### config.mk
export PLATFORM = sky130hd
export DESIGN_NAME = load_store_unit
export DESIGN_NICKNAME = d
export VERILOG_FILES = /design/src/rtl/load_store_unit.sv
export SDC_FILE = /design/constraint.sdc
export NUM_CORES = 1
export LEC_CHECK = 0
export ABC_AREA = 1
export CORE_MARGIN = 2
export CORE_UTILIZATION = 29
export CTS_CLUSTER_SIZE = 40
export DETAILED_ROUTE_END_ITERATION = 10
export SETUP_SLACK_MARGIN = 0.15
export SYNTH_ARGS = -nofsm -noshare
export SYNTH_HDL_FRONTEND = slang
export SYNTH_SLANG_ARGS = --single-unit
export TNS_END_PERCENT = 5
### constraint.sdc
create_clock -name CLK -period 4 [get_ports CLK]
set_input_delay 0.4 -clock CLK [delete_from_list [all_inputs] [get_ports CLK]]
set_output_delay 0.4 -clock CLK [all_outputs]
set_load 0.03 [all_outputs]
### src/rtl/load_store_unit.sv
// Load/store controller between the execute stage and a word-only, registered-read data memory.
// Sub-word stores use read-modify-write; loads are lane-extracted and sign/zero-extended.
module load_store_unit #(
  parameter int WORD_ADDR_W = 10
) (
  input  logic                     CLK,
  input  logic                     RST_N,
  input  logic                     REQ,
  input  logic                     WR,
  input  logic [1:0]               SIZE,
  input  logic                     SIGNED,
  input  logic [WORD_ADDR_W+1:0]   ADDR,
  input  logic [31:0]              WDATA,
  output logic                     READY,
  output logic                     ACK,
  output logic                     ERR,
  output logic [31:0]              RDATA,
  input  logic                     M_LOADING,
  output logic                     M_WE,
  output logic [WORD_ADDR_W-1:0]   M_ADDRESS,
  output logic [31:0]              M_DATA,
  input  logic [31:0]              M_Q
);

  localparam logic [2:0] IDLE  = 3'd0;
  localparam logic [2:0] ISSUE = 3'd1;
  localparam logic [2:0] WAIT  = 3'd2;
  localparam logic [2:0] WRITE = 3'd3;
  localparam logic [2:0] DONE  = 3'd4;

  logic [2:0]             state_reg, state_next;
  logic                   wr_reg, signed_reg, err_reg;
  logic [1:0]             size_reg;
  logic [WORD_ADDR_W+1:0] addr_reg;
  logic [31:0]            wdata_reg, merged_reg, rdata_reg;
  logic [31:0]            merged_next, load_value;
  logic [7:0]             byte_q;
  logic [15:0]            half_q;
  logic                   illegal_in, accept, word_store;
  logic [1:0]             lane;

  assign illegal_in = (SIZE == 2'b11) || (SIZE == 2'b01 && ADDR[0]) ||
                      (SIZE == 2'b10 && ADDR[1:0] != 2'b00);
  assign READY      = (state_reg == IDLE) && !M_LOADING;
  assign accept     = READY && REQ;
  assign word_store = wr_reg && (size_reg == 2'b10);
  assign lane       = addr_reg[1:0];

  assign ACK       = (state_reg == DONE);
  assign ERR       = (state_reg == DONE) && err_reg;
  assign RDATA     = rdata_reg;
  assign M_ADDRESS = addr_reg[WORD_ADDR_W+1:2];
  assign M_WE      = (state_reg == WRITE) || (state_reg == ISSUE && word_store);
  assign M_DATA    = (state_reg == WRITE) ? merged_reg : wdata_reg;

  assign byte_q = M_Q[8*lane +: 8];
  assign half_q = M_Q[16*lane[1] +: 16];

  always_comb begin
    case (size_reg)
      2'b00:   load_value = {{24{signed_reg & byte_q[7]}}, byte_q};
      2'b01:   load_value = {{16{signed_reg & half_q[15]}}, half_q};
      default: load_value = M_Q;
    endcase
  end

  // Each byte lane of the merged word takes store data if the access covers it, else the read value.
  generate
    for (genvar gi = 0; gi < 4; gi++) begin : g_merge
      logic hit;
      logic [7:0] src;
      assign hit = (size_reg == 2'b00) ? (lane == 2'(gi)) : (lane[1] == 1'(gi / 2));
      assign src = (size_reg == 2'b00) ? wdata_reg[7:0] : wdata_reg[8*(gi%2) +: 8];
      assign merged_next[8*gi +: 8] = hit ? src : M_Q[8*gi +: 8];
    end
  endgenerate

  always_comb begin
    state_next = state_reg;
    case (state_reg)
      IDLE:    if (accept) state_next = illegal_in ? DONE : ISSUE;
      ISSUE:   state_next = word_store ? DONE : WAIT;
      WAIT:    state_next = wr_reg ? WRITE : DONE;
      WRITE:   state_next = DONE;
      DONE:    state_next = IDLE;
      default: state_next = IDLE;
    endcase
  end

  always_ff @(posedge CLK) begin
    if (!RST_N) begin
      state_reg  <= IDLE;
      wr_reg     <= 1'b0;
      size_reg   <= 2'b00;
      signed_reg <= 1'b0;
      addr_reg   <= '0;
      wdata_reg  <= 32'd0;
      err_reg    <= 1'b0;
      merged_reg <= 32'd0;
      rdata_reg  <= 32'd0;
    end else begin
      state_reg <= state_next;
      if (accept) begin
        wr_reg     <= WR;
        size_reg   <= SIZE;
        signed_reg <= SIGNED;
        addr_reg   <= ADDR;
        wdata_reg  <= WDATA;
        err_reg    <= illegal_in;
      end
      if (state_reg == WAIT) begin
        if (wr_reg) merged_reg <= merged_next;
        else        rdata_reg  <= load_value;
      end
    end
  end

endmodule

==> out/results.tsv, run 1 <==
stage	metric	value	unit
cts	cts.repair.resized	0	
logic_synthesis	ys_ff_latch	116	
drt	vias	5713	
logic_synthesis	yosysSeqAreaShare	40.5	%
finish	nets	996	
placed_design	place.gp.congestion	0.865	
cts	clk_pin_slew	60	ps
cts	numCtsBuffers	17	
floorplanning	core_area	19400	µm²
power_and_ir_drop	vdd_ir_drop_max	0.337	mV
drt	wl_per_cell	16.3	µm
logic_synthesis	synth_compound_area_share	18.5	%
floorplanning	ios	162	
logic_synthesis	ys.flop_type	dfxtp_1	
finish	mostFrequentLayoutCell	nand2_1	
floorplanning	row_count	51	
timing	max-slew-margin-rel	23.5	%
global_routing	grt-ovfl-total	0	
timing	skew	10.6	ps
worst_setup_path	cp.required	3600	ps
logic_synthesis	synth_cells	786	
timing	rsz0062_at_grt	false	
timing	timing.setup.tns	0	ps
drt	drt-total-wl	19500	µm
logic_synthesis	syn_nets	870	
worst_setup_path	cp-end-kind	primary output	
worst_setup_path	worstSetupPathType	register to primary output	
placed_design	dp.cells	1158	
logic_synthesis	synthMuxAreaShare	4.72	%
timing	timing.hold.ws	455	ps
power_and_ir_drop	p_clk_share	48.4	%
power_and_ir_drop	power_frac_seq	36.0	%
cts	clock-sinks	116	
logic_synthesis	synth_edf_count	0	
timing	min_period	3000	ps
logic_synthesis	synth_xor_area_share	0	%
timing	slew_viol_final	0	
cts	clockRootBuffer	clkbuf_16	
floorplanning	die_y	145	µm
power_and_ir_drop	p_leak	3.35	nW
cts	tritoncts	done	
finish	instances_no_fill	1190	
finish	nFillCells	2066	
timing	fin_crit_sh	75.1	%
finish	area_growth	40.7	%
logic_synthesis	postSynthAreaPerCell	7.29	µm²
timing	hold_violations	0	
power_and_ir_drop	power_density	425	nW/µm²
logic_synthesis	ys_types	31	
cts	cts_max_level	4	
power_and_ir_drop	p_switching	0.896	mW
placed_design	numPortBuffers	161	
logic_synthesis	ys_warn_count	0	
timing	finalSetupViolCount	0	
finish	antenna_cells	0	
logic_synthesis	post_synth_fa_ha_maj_area_fraction	0	%
placed_design	detailed_place_hpwl	13800	µm
global_routing	grt_pass1_wl	29300	µm
worst_setup_path	critPathLaunchType	register	
drt	remaining_drc_errors	0	
logic_synthesis	netlist_area	5730	µm²
global_routing	grt_pass1_vias	5338	
logic_synthesis	async_flop_share	0	%
drt	drt_iter0_markers	371	
min_path	hp-class	register to register	
logic_synthesis	synthSimpleGateAreaFrac	25.7	%
global_routing	grt_antenna_before_repair	0	
finish	layout_common_cells	nand2_1, clkdlybuf4s50_1, dfxtp_1	
timing	max_freq	333	MHz
drt	vias_per_cell	4.80	
power_and_ir_drop	swShare	26.1	%
run	maxCapViolCount	0	
global_routing	grtUsageTotal	18.4	%
cts	clock_path_buffers	2	
outcome	status	complete, no violations	
floorplanning	die_area	20900	µm²
cts	postCtsSetupBuffers	0	
worst_setup_path	crit_arrival	2600	ps
power_and_ir_drop	p_comb_share	15.7	%
cts	clkLatencyLatePin	420	ps
floorplanning	die_w	145	µm
finish	drive_gt1_share	11.0	%
global_routing	grt_max_degree	64	
power_and_ir_drop	p_int	2.53	mW
floorplanning	start_util	29.5	%
cts	ctsHoldBuffers	0	
worst_setup_path	crit_fanout	40	
timing	tightest_slew	1140	ps
logic_synthesis	synth_top_family_by_area	simple AND/OR/NAND/NOR gates	
drt	drt_pass1_iterations	5	
drt	antenna_left	0	
-- synth_stat cells, types with 2 or more instances --
| cell | number | area, µm² |
|---|---|---|
| a21oi_1 | 80 | 400 |
| buf_2 | 21 | 105 |
| nand2_2 | 8 | 50.1 |
| inv_4 | 2 | 12.5 |
| clkbuf_1 | 23 | 86.3 |
| o21ai_1 | 3 | 15.0 |
| o21a_1 | 8 | 60.1 |
| nor2_8 | 2 | 40.0 |
| nor2_1 | 17 | 63.8 |
| nand3_1 | 73 | 365 |
| dfxtp_1 | 116 | 2320 |
| o21ai_0 | 37 | 185 |
| inv_1 | 60 | 225 |
| o211ai_1 | 39 | 293 |
| nand2_1 | 212 | 796 |
| buf_4 | 15 | 113 |
| a31oi_1 | 2 | 12.5 |
| buf_6 | 2 | 22.5 |
| mux2_2 | 24 | 270 |
| nand4_1 | 15 | 93.8 |
| inv_2 | 8 | 30.0 |
| a21oi_2 | 10 | 87.6 |
-- worst max-delay path: stages, from the launching register on --
cell and delay, ps:
dfxtp_1 430, nor2_1 120, nand2_1 70, buf_4 420, nor2_1 90, a21oi_1 280, clkdlybuf4s50_1 730
-- area by class of cell --
cell class | count | area (µm²) | area share (%)
multi-input cells | 537 | 2820 | 35.0
flip-flops and latches | 116 | 2320 | 28.8
repair buffers | 169 | 1670 | 20.7
clock buffers | 23 | 498 | 6.18
well taps | 265 | 332 | 4.11
inverters | 71 | 273 | 3.39
clock inverters | 9 | 148 | 1.83
-- logic make-up (layout without fill, tap and decap cells) --
group | Yosys count | count (layout)
buf+inv | 133 | 272
compound gates | 180 | 180
simple gates | 333 | 333
flops | 116 | 116
mux | 24 | 24
-- final timing paths --
kind                                    from                         end  slack [ps]  cells past startpoint
hold reg to reg   wdata_reg[18]$_SDFFE_PN0P_  wdata_reg[18]$_SDFFE_PN0P_         450                      2
setup reg to reg   state_reg[0]$_SDFFE_PN0P_    addr_reg[0]$_SDFFE_PN0P_        1270                      6
setup / recovery   state_reg[2]$_SDFFE_PN0P_                  M_DATA[12]        1000                      6
hold / removal    wdata_reg[18]$_SDFFE_PN0P_  wdata_reg[18]$_SDFFE_PN0P_         450                      2
-- power by group through the flow --
stage	Clock, mW	Combinational [mW]	Sequential, mW
after CTS	1.68	0.539	1.23
final	1.66	0.537	1.23
after floorplan	0	0.306	1.26
after global routing	1.73	0.580	1.24
after global placement	0	0.536	1.26
after detailed placement	0	0.535	1.26
-- through the flow --
step	setup WS (ps)	power [mW]	cell area, µm²	utilization, %
after CTS	1020	3.46	8060	41.5
after global routing	942	3.55	8060	41.5
after detailed placement	908	1.79	7410	38.2
after floorplan	2240	1.56	5730	-
final	996	3.43	8060	41.5
after global placement	966	1.79	7410	38.2
-- routing by layer --
layer	vias up	wire (µm)	GRT usage, %
met4	0	208	4.60
li1	2872	-	-
met1	2616	8870	25.5
met3	16	1700	5.33
met2	209	8670	28.3
met5	-	0	0
(Power assumes the default switching activity.)
==> run 2, diff against run 1 <==
clock period = 3.08 ns   (was 4 ns; I/O delays follow)
==> out/results.tsv, run 2 (synthesis results as in run 1) <==
stage	metric	value	unit	change
drt	drt-total-wl	19500	µm	+0.47%
drt	vias	5747		+0.60%
timing	hold_violations	0		unchanged
power_and_ir_drop	power_frac_seq	39.0	%	+3.0 points
timing	finalSetupViolCount	0		unchanged
worst_setup_path	path_cells	nor2_1, nand2_1, buf_4, mux2_2, clkdlybuf4s50_1		
cts	ctsHoldBuffers	0		unchanged
timing	timing.setup.tns	0	ps	unchanged
drt	remaining_drc_errors	0		unchanged
global_routing	grt_pass1_vias	5357		+0.36%
worst_setup_path	cp_slowest_stage_delay	600	ps	-130 ps
cts	numCtsBuffers	17		unchanged
finish	nets	1000		+0.40%
timing	slew_viol_final	0		unchanged
global_routing	grtUsageTotal	19.0	%	+0.61 points
floorplanning	ios	162		unchanged
finish	layout_common_cells	nand2_1, clkdlybuf4s50_1, dfxtp_1		
power_and_ir_drop	p_comb_share	17.3	%	+1.6 points
finish	area_growth	39.6	%	
floorplanning	die_y	145	µm	unchanged
finish	mostFrequentLayoutCell	nand2_1		
drt	drt_iter0_markers	366		-1.3%
floorplanning	die_w	145	µm	unchanged
timing	min_period	2710	ps	
timing	rsz0062_at_grt	false		
drt	vias_per_cell	4.82		+0.34%
placed_design	numPortBuffers	161		unchanged
worst_setup_path	critPathLaunchType	register		
drt	antenna_left	0		unchanged
global_routing	grt_max_degree	59		-7.8%
cts	clock_path_buffers	2		unchanged
floorplanning	start_util	29.5	%	unchanged
worst_setup_path	path_buf_inv	2		unchanged
power_and_ir_drop	p_leak	3.32	nW	-0.79%
placed_design	detailed_place_hpwl	14200	µm	+2.8%
placed_design	place_ws	806	ps	-102 ps
power_and_ir_drop	p_switching	1.13	mW	+26%
worst_setup_path	crit_fanout	29		-28%
cts	tritoncts	done		
power_and_ir_drop	vdd_ir_drop_max	0.326	mV	-3.3%
worst_setup_path	crit_path_top_delay_cell	clkdlybuf4s50_1		
floorplanning	core_area	19400	µm²	unchanged
power_and_ir_drop	p_clk_share	43.7	%	-4.7 points
power_and_ir_drop	power_density	513	nW/µm²	+21%
min_path	min_from	RST_N		
finish	nFillCells	2011		-2.7%
cts	clk_pin_slew	50	ps	about the same
worst_setup_path	cp.required	2770	ps	-830 ps
timing	tightest_slew	703	ps	-441 ps
worst_setup_path	worstSetupPathType	register to primary output		
global_routing	grt_pass1_wl	29900	µm	+2.0%
timing	max_freq	369	MHz	
global_routing	grt-ovfl-total	0		unchanged
cts	cts_max_level	4		unchanged
worst_setup_path	crit_arrival	2400	ps	-200 ps
worst_setup_path	crit_family	buffers and inverters		
min_path	hp-class	input port to register		
outcome	status	complete, no violations		
timing	skew	8.00	ps	-2.62 ps
placed_design	place.gp.congestion	0.895		+3.5%
floorplanning	die_area	20900	µm²	unchanged
cts	postCtsSetupBuffers	0		unchanged
finish	drive_gt1_share	10.8	%	-0.24 points
worst_setup_path	cp-startpoint	state_reg[2]$_SDFFE_PN0P_		
worst_setup_path	r2r-start	size_reg[1]$_SDFFE_PN0P_		
run	maxCapViolCount	0		unchanged
power_and_ir_drop	p_int	2.97	mW	+17%
drt	wl_per_cell	16.4	µm	+0.22%
global_routing	grt_antenna_before_repair	0		unchanged
timing	setup_slack	373	ps	-623 ps
drt	drt_pass1_iterations	5		unchanged
timing	max-slew-margin-rel	53.0	%	+30 points
cts	clockRootBuffer	clkbuf_16		
cts	clkLatencyLatePin	420	ps	about the same
cts	clock-sinks	116		unchanged
worst_setup_path	cp-end-kind	primary output		
floorplanning	row_count	51		unchanged
cts	cts.repair.resized	0		unchanged
power_and_ir_drop	swShare	27.5	%	+1.3 points
timing	fin_crit_sh	87.9	%	
run 2: cell types whose count changed in the layout (fill, tap and decap cells not counted), sizes merged:
cell      before  now
buf            9   13
bufinv         4    1
clkbuf        23   24
clkinv         5    6
clkinvlp       1    0
diode          0    1
run 2: cell type report:
cell class	instances	area (µm²)	area share, %
well taps	265	332	4.15
multi-input cells	537	2820	35.3
inverters	71	273	3.41
diodes	1	2.50	0.0313
flip-flops and latches	116	2320	29.0
clock buffers	24	472	5.90
clock inverters	6	55.1	0.688
repair buffers	173	1720	21.5
run 2: final timing paths:
path	end	slack, ps	cells after the start
worst max register to register	RDATA[14]$_SDFFE_PN0P_	990	10
worst max-delay path	M_DATA[0]	370	5
worst min register to register	err_reg$_SDFFE_PN0P_	460	2
worst min-delay path	wdata_reg[14]$_SDFFE_PN0P_	380	3
run 2: metrics by stage:
stage | cell area (µm²) | hold slack [ps] | instances | power [mW] | utilization, %
floorplan | 5730 | 435 | 786 | 2.03 | -
global placement | 7470 | 447 | 1162 | 2.33 | 38.5
detailed placement | 7470 | 454 | 1162 | 2.33 | 38.5
CTS | 7990 | 352 | 1192 | 4.14 | 41.2
global route | 7990 | 389 | 1192 | 4.28 | 41.2
finish | 8000 | 383 | 1193 | 4.10 | 41.2
run 2: power by group through the flow:
stage                     combinational (mW)  clock, mW  sequential (mW)
after floorplan                        0.397          0             1.64
after global placement                 0.701          0             1.63
after detailed placement               0.705          0             1.63
after CTS                              0.709       1.84             1.60
after global routing                   0.770       1.90             1.61
final                                  0.708       1.79             1.60
run 2: metal layers:
layer / part of all wire [%] / global-route usage [%]
met1: 46 / 26.0
met2: 44 / 28.7
met3: 7.9 / 5.66
met4: 1.9 / 6.34
met5: 0 / 0
run 2: worst min-delay path, stage by stage:
cell	delay, ps
buf_2	250
o21ai_0	130
a21oi_1	40
==> run 3, diff against run 2 <==
MAX_ROUTING_LAYER = met4   (was not set)
==> out/results.tsv, run 3 (synthesis results as in run 1) <==
stage	metric	value	unit	change
floorplanning	row_count	51		unchanged
cts	numCtsBuffers	17		unchanged
timing	slew_viol_final	0		unchanged
worst_setup_path	worstSetupPathType	register to primary output		
placed_design	place.gp.congestion	0.910		+1.7%
power_and_ir_drop	p_comb_share	17.2	%	about the same
power_and_ir_drop	swShare	27.5	%	about the same
worst_setup_path	crit_arrival	2400	ps	about the same
timing	fin_crit_sh	87.8	%	about the same
cts	tritoncts	done		
worst_setup_path	critPathLaunchType	register		
cts	cts.repair.resized	0		unchanged
outcome	status	complete, no violations		
cts	clk_pin_slew	50	ps	about the same
cts	postCtsSetupBuffers	0		unchanged
floorplanning	start_util	29.5	%	unchanged
floorplanning	die_area	20900	µm²	unchanged
power_and_ir_drop	p_leak	3.32	nW	unchanged
timing	hold_violations	0		unchanged
cts	clock_path_buffers	2		unchanged
power_and_ir_drop	p_switching	1.13	mW	about the same
drt	drt-total-wl	19500	µm	-0.25%
power_and_ir_drop	power_frac_seq	39.0	%	about the same
placed_design	numPortBuffers	161		unchanged
floorplanning	core_area	19400	µm²	unchanged
min_path	min_from	RST_N		
power_and_ir_drop	vdd_ir_drop_max	0.329	mV	+0.76%
timing	min_period	2700	ps	-2.31 ps
cts	cts_max_level	4		unchanged
timing	timing.setup.tns	0	ps	unchanged
finish	multi_input_area	2820	µm²	unchanged
floorplanning	ios	162		unchanged
timing	rsz0062_at_grt	false		
worst_setup_path	cp-end-kind	primary output		
drt	vias_per_cell	4.77		-1.0%
global_routing	grt_antenna_before_repair	0		unchanged
placed_design	dp.cells	1162		unchanged
worst_setup_path	r2r_cells	10		unchanged
placed_design	detailed_place_hpwl	14200	µm	unchanged
timing	tightest_slew	721	ps	+18.0 ps
drt	wl_per_cell	16.3	µm	-0.25%
finish	area_growth	39.6	%	unchanged
worst_setup_path	reg2reg_slack	1000	ps	about the same
run	maxCapViolCount	0		unchanged
floorplanning	die_y	145	µm	unchanged
cts	ctsHoldBuffers	0		unchanged
finish	nets	1000		unchanged
power_and_ir_drop	p_int	2.97	mW	about the same
worst_setup_path	crit_fanout	29		unchanged
timing	max_freq	370	MHz	about the same
global_routing	grt_max_degree	59		unchanged
cts	clkLatencyLatePin	420	ps	about the same
power_and_ir_drop	p_clk_share	43.7	%	about the same
min_path	whs_path_depth	3		unchanged
finish	drive_gt1_share	10.8	%	unchanged
worst_setup_path	cp.required	2770	ps	about the same
timing	finalSetupViolCount	0		unchanged
worst_setup_path	r2r_end	RDATA[14]$_SDFFE_PN0P_		
worst_setup_path	r2r-start	size_reg[1]$_SDFFE_PN0P_		
cts	clock-sinks	116		unchanged
global_routing	grt-ovfl-total	0		unchanged
cts	clockRootBuffer	clkbuf_16		
drt	drt_iter0_markers	423		+16%
power_and_ir_drop	power_density	513	nW/µm²	about the same
drt	vias	5687		-1.0%
finish	regArea	2320	µm²	unchanged
timing	max-slew-margin-rel	51.9	%	-1.1 points
floorplanning	die_w	145	µm	unchanged
finish	layout_common_cells	nand2_1, clkdlybuf4s50_1, dfxtp_1		
finish	instances_no_fill	1193		unchanged
drt	drt_pass1_iterations	6		+1
min_path	hp-class	input port to register		
global_routing	grt_pass1_vias	5361		+0.075%
global_routing	grtUsageTotal	19.6	%	+0.54 points
min_path	hold_path_end	wdata_reg[14]$_SDFFE_PN0P_		
timing	skew	7.18	ps	-0.821 ps
finish	mostFrequentLayoutCell	nand2_1		
global_routing	grt_pass1_wl	29900	µm	about the same
drt	antenna_left	0		unchanged
finish	nFillCells	2011		unchanged
drt	remaining_drc_errors	0		unchanged
## run 3: cell counts in the layout (fill, tap and decap cells not counted)
No cell type changed its count.
## run 3: layer usage
metal	part of all wire (%)	global-route usage, %	up-vias	wire length [µm]
met3	7.2	4.87	29	1400
li1	-	-	2876	-
met1	47	26.5	2590	9090
met4	2.0	6.34	0	383
met2	44	28.7	192	8620
met5	0	-	-	0
## run 3: layout make-up
| class | instances | area share (%) |
|---|---|---|
| diodes | 1 | 0.0313 |
| clock buffers | 24 | 5.90 |
| clock inverters | 6 | 0.688 |
| inverters | 71 | 3.41 |
| multi-input cells | 537 | 35.3 |
| flip-flops and latches | 116 | 29.0 |
| well taps | 265 | 4.15 |
| repair buffers | 173 | 21.5 |
## run 3: worst max path at each step
stage / start / endpoint / slack [ps]
floorplan: state_reg[2]$_SDFFE_PN0P_ / M_DATA[14] / 1410
global placement: state_reg[2]$_SDFFE_PN0P_ / M_DATA[16] / 860
detailed placement: state_reg[2]$_SDFFE_PN0P_ / M_DATA[0] / 810
CTS: state_reg[2]$_SDFFE_PN0P_ / M_DATA[0] / 350
global route: state_reg[2]$_SDFFE_PN0P_ / M_DATA[4] / 260
finish: state_reg[2]$_SDFFE_PN0P_ / M_DATA[0] / 380
## run 3: through the flow
stage / worst slack [ps] / hold slack [ps] / util, % / total power [mW] / area [µm²]
after floorplan: 1410 / 435 / - / 2.03 / 5730
after global placement: 857 / 447 / 38.5 / 2.33 / 7470
after detailed placement: 806 / 454 / 38.5 / 2.33 / 7470
after CTS: 353 / 352 / 41.2 / 4.14 / 7990
after global routing: 264 / 390 / 41.2 / 4.28 / 7990
final: 375 / 376 / 41.2 / 4.10 / 8000
## run 3: critical path, stage by stage (launching register included)
cell and delay [ps]:
dfxtp_1 430, nor2_1 110, nand2_1 90, buf_4 340, mux2_2 380, clkdlybuf4s50_1 600
## run 3: power groups by stage
stage | registers (mW) | clock network (mW) | logic (mW)
after floorplan | 1.64 | 0 | 0.397
after global placement | 1.63 | 0 | 0.701
after detailed placement | 1.63 | 0 | 0.705
after CTS | 1.60 | 1.84 | 0.709
after global routing | 1.61 | 1.90 | 0.769
final | 1.60 | 1.79 | 0.706
==> patch 1, RTL diff (config.mk and constraints of run 3) <==
Set the parameter `WORD_ADDR_W` to 11 (it was 10).
--- a/src/rtl/load_store_unit.sv
+++ b/src/rtl/load_store_unit.sv
@@ -1,7 +1,7 @@
 // Load/store controller between the execute stage and a word-only, registered-read data memory.
 // Sub-word stores use read-modify-write; loads are lane-extracted and sign/zero-extended.
 module load_store_unit #(
-  parameter int WORD_ADDR_W = 10
+  parameter int WORD_ADDR_W = 11
 ) (
   input  logic                     CLK,
   input  logic                     RST_N,
Ports: changed (resized ADDR and M_ADDRESS); port bits go from 162 to 164. The function was not compared with the original's and may differ.
==> patch 1 against run 3 <==
- sequential cell count up 1
- worst setup slack worse by 0.030 ns
- cell area up 1.4%
- synthesized cell count up 0.51%
- count of clock-buffer cells in the layout down 2
- register-to-register slack worse by 0.05 ns
- clock power up 8%
- wire length up 2.8%
- power up 4.0%
- area after synthesis up 0.66%
- sequential share of layout area down 0.15 points
- largest power group unchanged
==> patch 1: results <==
set metrics [dict create \
    cts_buffers 17 \
    holdPathEnd "RDATA[16]" \
    syn_nets 875 \
    use_met1_pct 26.1 \
    place_area_mm2 0.00754 \
    antenna_cells 0 \
    grt_max_degree 43 \
    path_clk_slew_ns 0.06 \
    wl_per_cell_um 16.7 \
    ys_top_cells_by_count "nand2_1 (211), dfxtp_1 (117), a21oi_1 (84)" \
    p_switching_mw 1.19 \
    via_per_inst 4.80 \
    grtUsageTotal_pct 19.3 \
    cts_setup_buffers 0 \
    outcome "finished, final reports clean" \
    gp_congestion 0.886 \
    hold_path.class "in -> reg" \
    cp.arrival_ns 2.43 \
    post_cts_resized 0 \
    dpl_worst_slack_ns 0.641 \
    dpl.hpwl_um 14400 \
    hold_start "RST_N" \
    antenna_found_initial 0 \
    drt_iter0_drc 473 \
    hold_depth 3 \
    drive_gt1_share_pct 11.2 \
    irDropWorstVdd_uv 359 \
    cts_buffer_depth 2 \
    grt_pass1_wl_um 30700 \
    use_met3_pct 4.62 \
    tightest_slew_ns 0.620 \
    io_buffers 163 \
    skew_ns 0.00528 \
    synth.area.top_cells "dfxtp_1 (41%), nand2_1 (14%), a21oi_1 (7.3%)" \
    place_inst 1169 \
    rrSetupSlack_ns 0.95 \
    critPathTopFamily "buffers and inverters" \
    root_buffer "clkbuf_16" \
    insertion_delay_ns 0.42 \
    cellLeakagePower_nw 3.38 \
    async_flop_share_pct 0 \
    r2r-end "wdata_reg[1]" \
    crit_fanout 16 \
    whs_ns 0.328 \
    n_fill_cell 2037 \
    grt_pass1_vias 5416 \
    firstDrtPassIters 5 \
    synth.distinct_cells 29 \
    fin_nets 1008 \
    htreeDepth 4 \
    crit_slowest_cell "clkdlybuf4s50_1" \
    grt_util_met2_pct 29.0 \
    ys_warn_count 0 \
    ys_seq_area_share_pct 40.6 \
    critPathMaxStageDelay_ns 0.67 \
    r2r-start "state_reg[1]" \
    avgSynthCellArea_um2 7.30 \
    synth_ff_type "dfxtp_1" \
    layoutNonFillerInstCount 1201 \
    reg2regPathDepth 7 \
]
-- patch 1: changes by cell type in the layout (fill, tap and decap cells not counted), moves of 2 or more --
cell,run 3,this run
clkdlybuf4s50_1,160,162
clkinvlp_4,0,2
inv_1,60,62
clkbuf_1,5,3
o21ai_1,3,0
o21ai_0,37,40
nor2_1,16,14
a21oi_1,80,84
buf_4,10,13
inv_2,8,6
-- patch 1: per-layer routing --
| layer | vias up | part of all wire [%] |
|---|---|---|
| li1 | 2892 | - |
| met1 | 2599 | 47 |
| met2 | 250 | 45 |
| met3 | 21 | 7.1 |
| met4 | 0 | 1.2 |
| met5 | - | 0 |
-- patch 1: worst max path at each step --
stage                      start            to  slack [ns]
floorplan           state_reg[2]    M_DATA[14]        1.41
finish              state_reg[2]    M_DATA[28]        0.35
global route        state_reg[0]    M_DATA[25]        0.22
CTS                 state_reg[2]    M_DATA[24]        0.18
detailed placement  state_reg[2]     M_DATA[5]        0.64
global placement       M_LOADING  wdata_reg[5]        0.69
-- patch 1: cell families after synthesis --
logic type,after synthesis,synth area share (%)
and+or+nand+nor,330,25.3
muxes,24,4.69
buffers and inverters,135,10.6
DFF,117,40.6
AOI/OAI and AO/OA,184,18.7
-- patch 1: area by class of cell --
type,count,area (µm²),area share [%]
multi-input combinational,538,2830,34.9
sequential,117,2340,28.9
timing repair buffer,178,1760,21.8
clock buffer,22,464,5.73
tap,265,332,4.09
inverter,71,273,3.36
clock inverter,10,105,1.30
-- patch 1: power groups by stage --
stage / sequential (mW) / combinational, mW / clock, mW
after CTS: 1.61 / 0.718 / 1.97
after floorplan: 1.65 / 0.400 / 0
after global routing: 1.62 / 0.776 / 2.04
final: 1.61 / 0.716 / 1.94
after detailed placement: 1.64 / 0.713 / 0
after global placement: 1.64 / 0.711 / 0
==> patch 2, RTL diff (flow settings as in run 3) <==
Without the edit above. Make the reset (`RST_N`) asynchronous in one clocked block.
--- a/src/rtl/load_store_unit.sv
+++ b/src/rtl/load_store_unit.sv
@@ -87,7 +87,7 @@
     endcase
   end
 
-  always_ff @(posedge CLK) begin
+  always_ff @(posedge CLK or negedge RST_N) begin
     if (!RST_N) begin
       state_reg  <= IDLE;
       wr_reg     <= 1'b0;
Formal check against the unedited RTL: differs if RST_N is asserted again (counterexample within 4 cycles, from zero or initial values and one cycle with RST_N low); with RST_N held inactive, the same outputs for 10 cycles.
==> patch 2 against run 3 <==
- synthesized cell count up 4.7%
- cell area up 6.7%
- hold slack better by 0.051 ns
- core utilization fell by 0.25 points
- first-iteration DRC count up 11%
- worst setup slack lost 0.082 ns
- area after synthesis rose by 6.6%
- wire length shrank 0.22%
- die area is 6.4% higher
- sequential cell count is the same
- critical path type unchanged
Power is not compared: it rests on default switching activity, and its combinational part moved more than twofold at a synthesized area within 25%.
==> patch 2: results <==
set metrics [dict create \
    place_inst 1220 \
    fin_nets 1049 \
    firstDrtPassIters 4 \
    dpl.hpwl_um 13800 \
    grt_max_degree 62 \
    crit_start "state_reg[0]" \
    cp.arrival_ns 2.48 \
    ys_seq_area_share_pct 47.6 \
    grt_pass1_vias 5222 \
    irDropWorstVdd_uv 499 \
    r2r-start "size_reg[1]" \
    async_flop_share_pct 100 \
    hold_start "ADDR[4]" \
    reg2regPathDepth 8 \
    outcome "finished, final reports clean" \
    synth_ff_type "dfrtp_1" \
    skew_ns 0.00419 \
    grtUsageTotal_pct 18.2 \
    synth.distinct_cells 29 \
    wl_per_cell_um 15.5 \
    cp-endpoint "M_DATA[13]" \
    critPathMaxStageDelay_ns 0.69 \
    gr-total-overflow 0 \
    via_per_inst 4.49 \
    ys_top_cells_by_count "nand2_1 (306), dfrtp_1 (116), inv_1 (109)" \
    wirelength_um 19500 \
    r2r-end "merged_reg[27]" \
    grt_pass1_wl_um 29600 \
    antenna_cells 0 \
    holdPathEnd "addr_reg[4]" \
    gp_congestion 0.823 \
    synth_cells 823 \
    crit_fanout 34 \
    drt_iter0_drc 468 \
    synth.area.top_cells "dfrtp_1 (48%), nand2_1 (19%), inv_1 (6.7%)" \
    slew_headroom_pct 54.2 \
    rrSetupSlack_ns 1.08 \
    syn_nets 907 \
    drive_gt1_share_pct 6.95 \
]
patch 2: worst min-delay path: stages:
cell and delay [ns]:
clkdlybuf4s50_1 0.39, nand2_1 0.06, nand2_1 0.04
patch 2: timing repair:
item,in CTS,in global routing
resized for setup,1,1
endpoints found under the setup margin,7,2
hold endpoints to repair,46,0
hold buffers,1,0
patch 2: logic make-up (layout without fill, tap and decap cells):
group	count (synthesis)	after routing	synth area share [%]
flops	116	116	47.6
buf+inv	167	322	11.9
simple gates	361	361	23.9
mux	1	1	0.164
compound gates	178	178	16.5
patch 2: per-stage QoR:
| step | setup WS, ns | total power [mW] | area (µm²) | hold slack (ns) |
|---|---|---|---|---|
| floorplan | 1.15 | 5.97 | 6100 | 0.0124 |
| global placement | 0.649 | 7.66 | 7880 | 0.399 |
| detailed placement | 0.592 | 7.70 | 7880 | 0.404 |
| CTS | 0.278 | 9.89 | 8530 | 0.415 |
| global route | 0.147 | 10.5 | 8530 | 0.434 |
| finish | 0.293 | 9.80 | 8530 | 0.427 |
patch 2: area by class of cell:
type | count | area, µm²
well taps | 275 | 344
multi-input cells | 540 | 2480
clock inverters | 8 | 120
inverters | 116 | 435
clock buffers | 24 | 512
flip-flops and latches | 116 | 2900
fillers | 2152 | 12300
repair buffers | 174 | 1740
patch 2: per-layer routing:
metal / track usage [%] / part of all wire, % / vias to the layer above
li1: - / - / 2857
met1: 24.8 / 47 / 2577
met2: 27.0 / 45 / 167
met3: 4.01 / 5.5 / 26
met4: 5.86 / 2.0 / 0
met5: - / 0 / -
patch 2: power by group through the flow:
stage               combinational, mW  clock, mW  sequential, mW
floorplan                        2.93          0            3.04
global placement                 4.90          0            2.76
detailed placement               4.93          0            2.76
CTS                              4.97       2.17            2.75
global route                     5.42       2.24            2.83
finish                           4.94       2.12            2.74
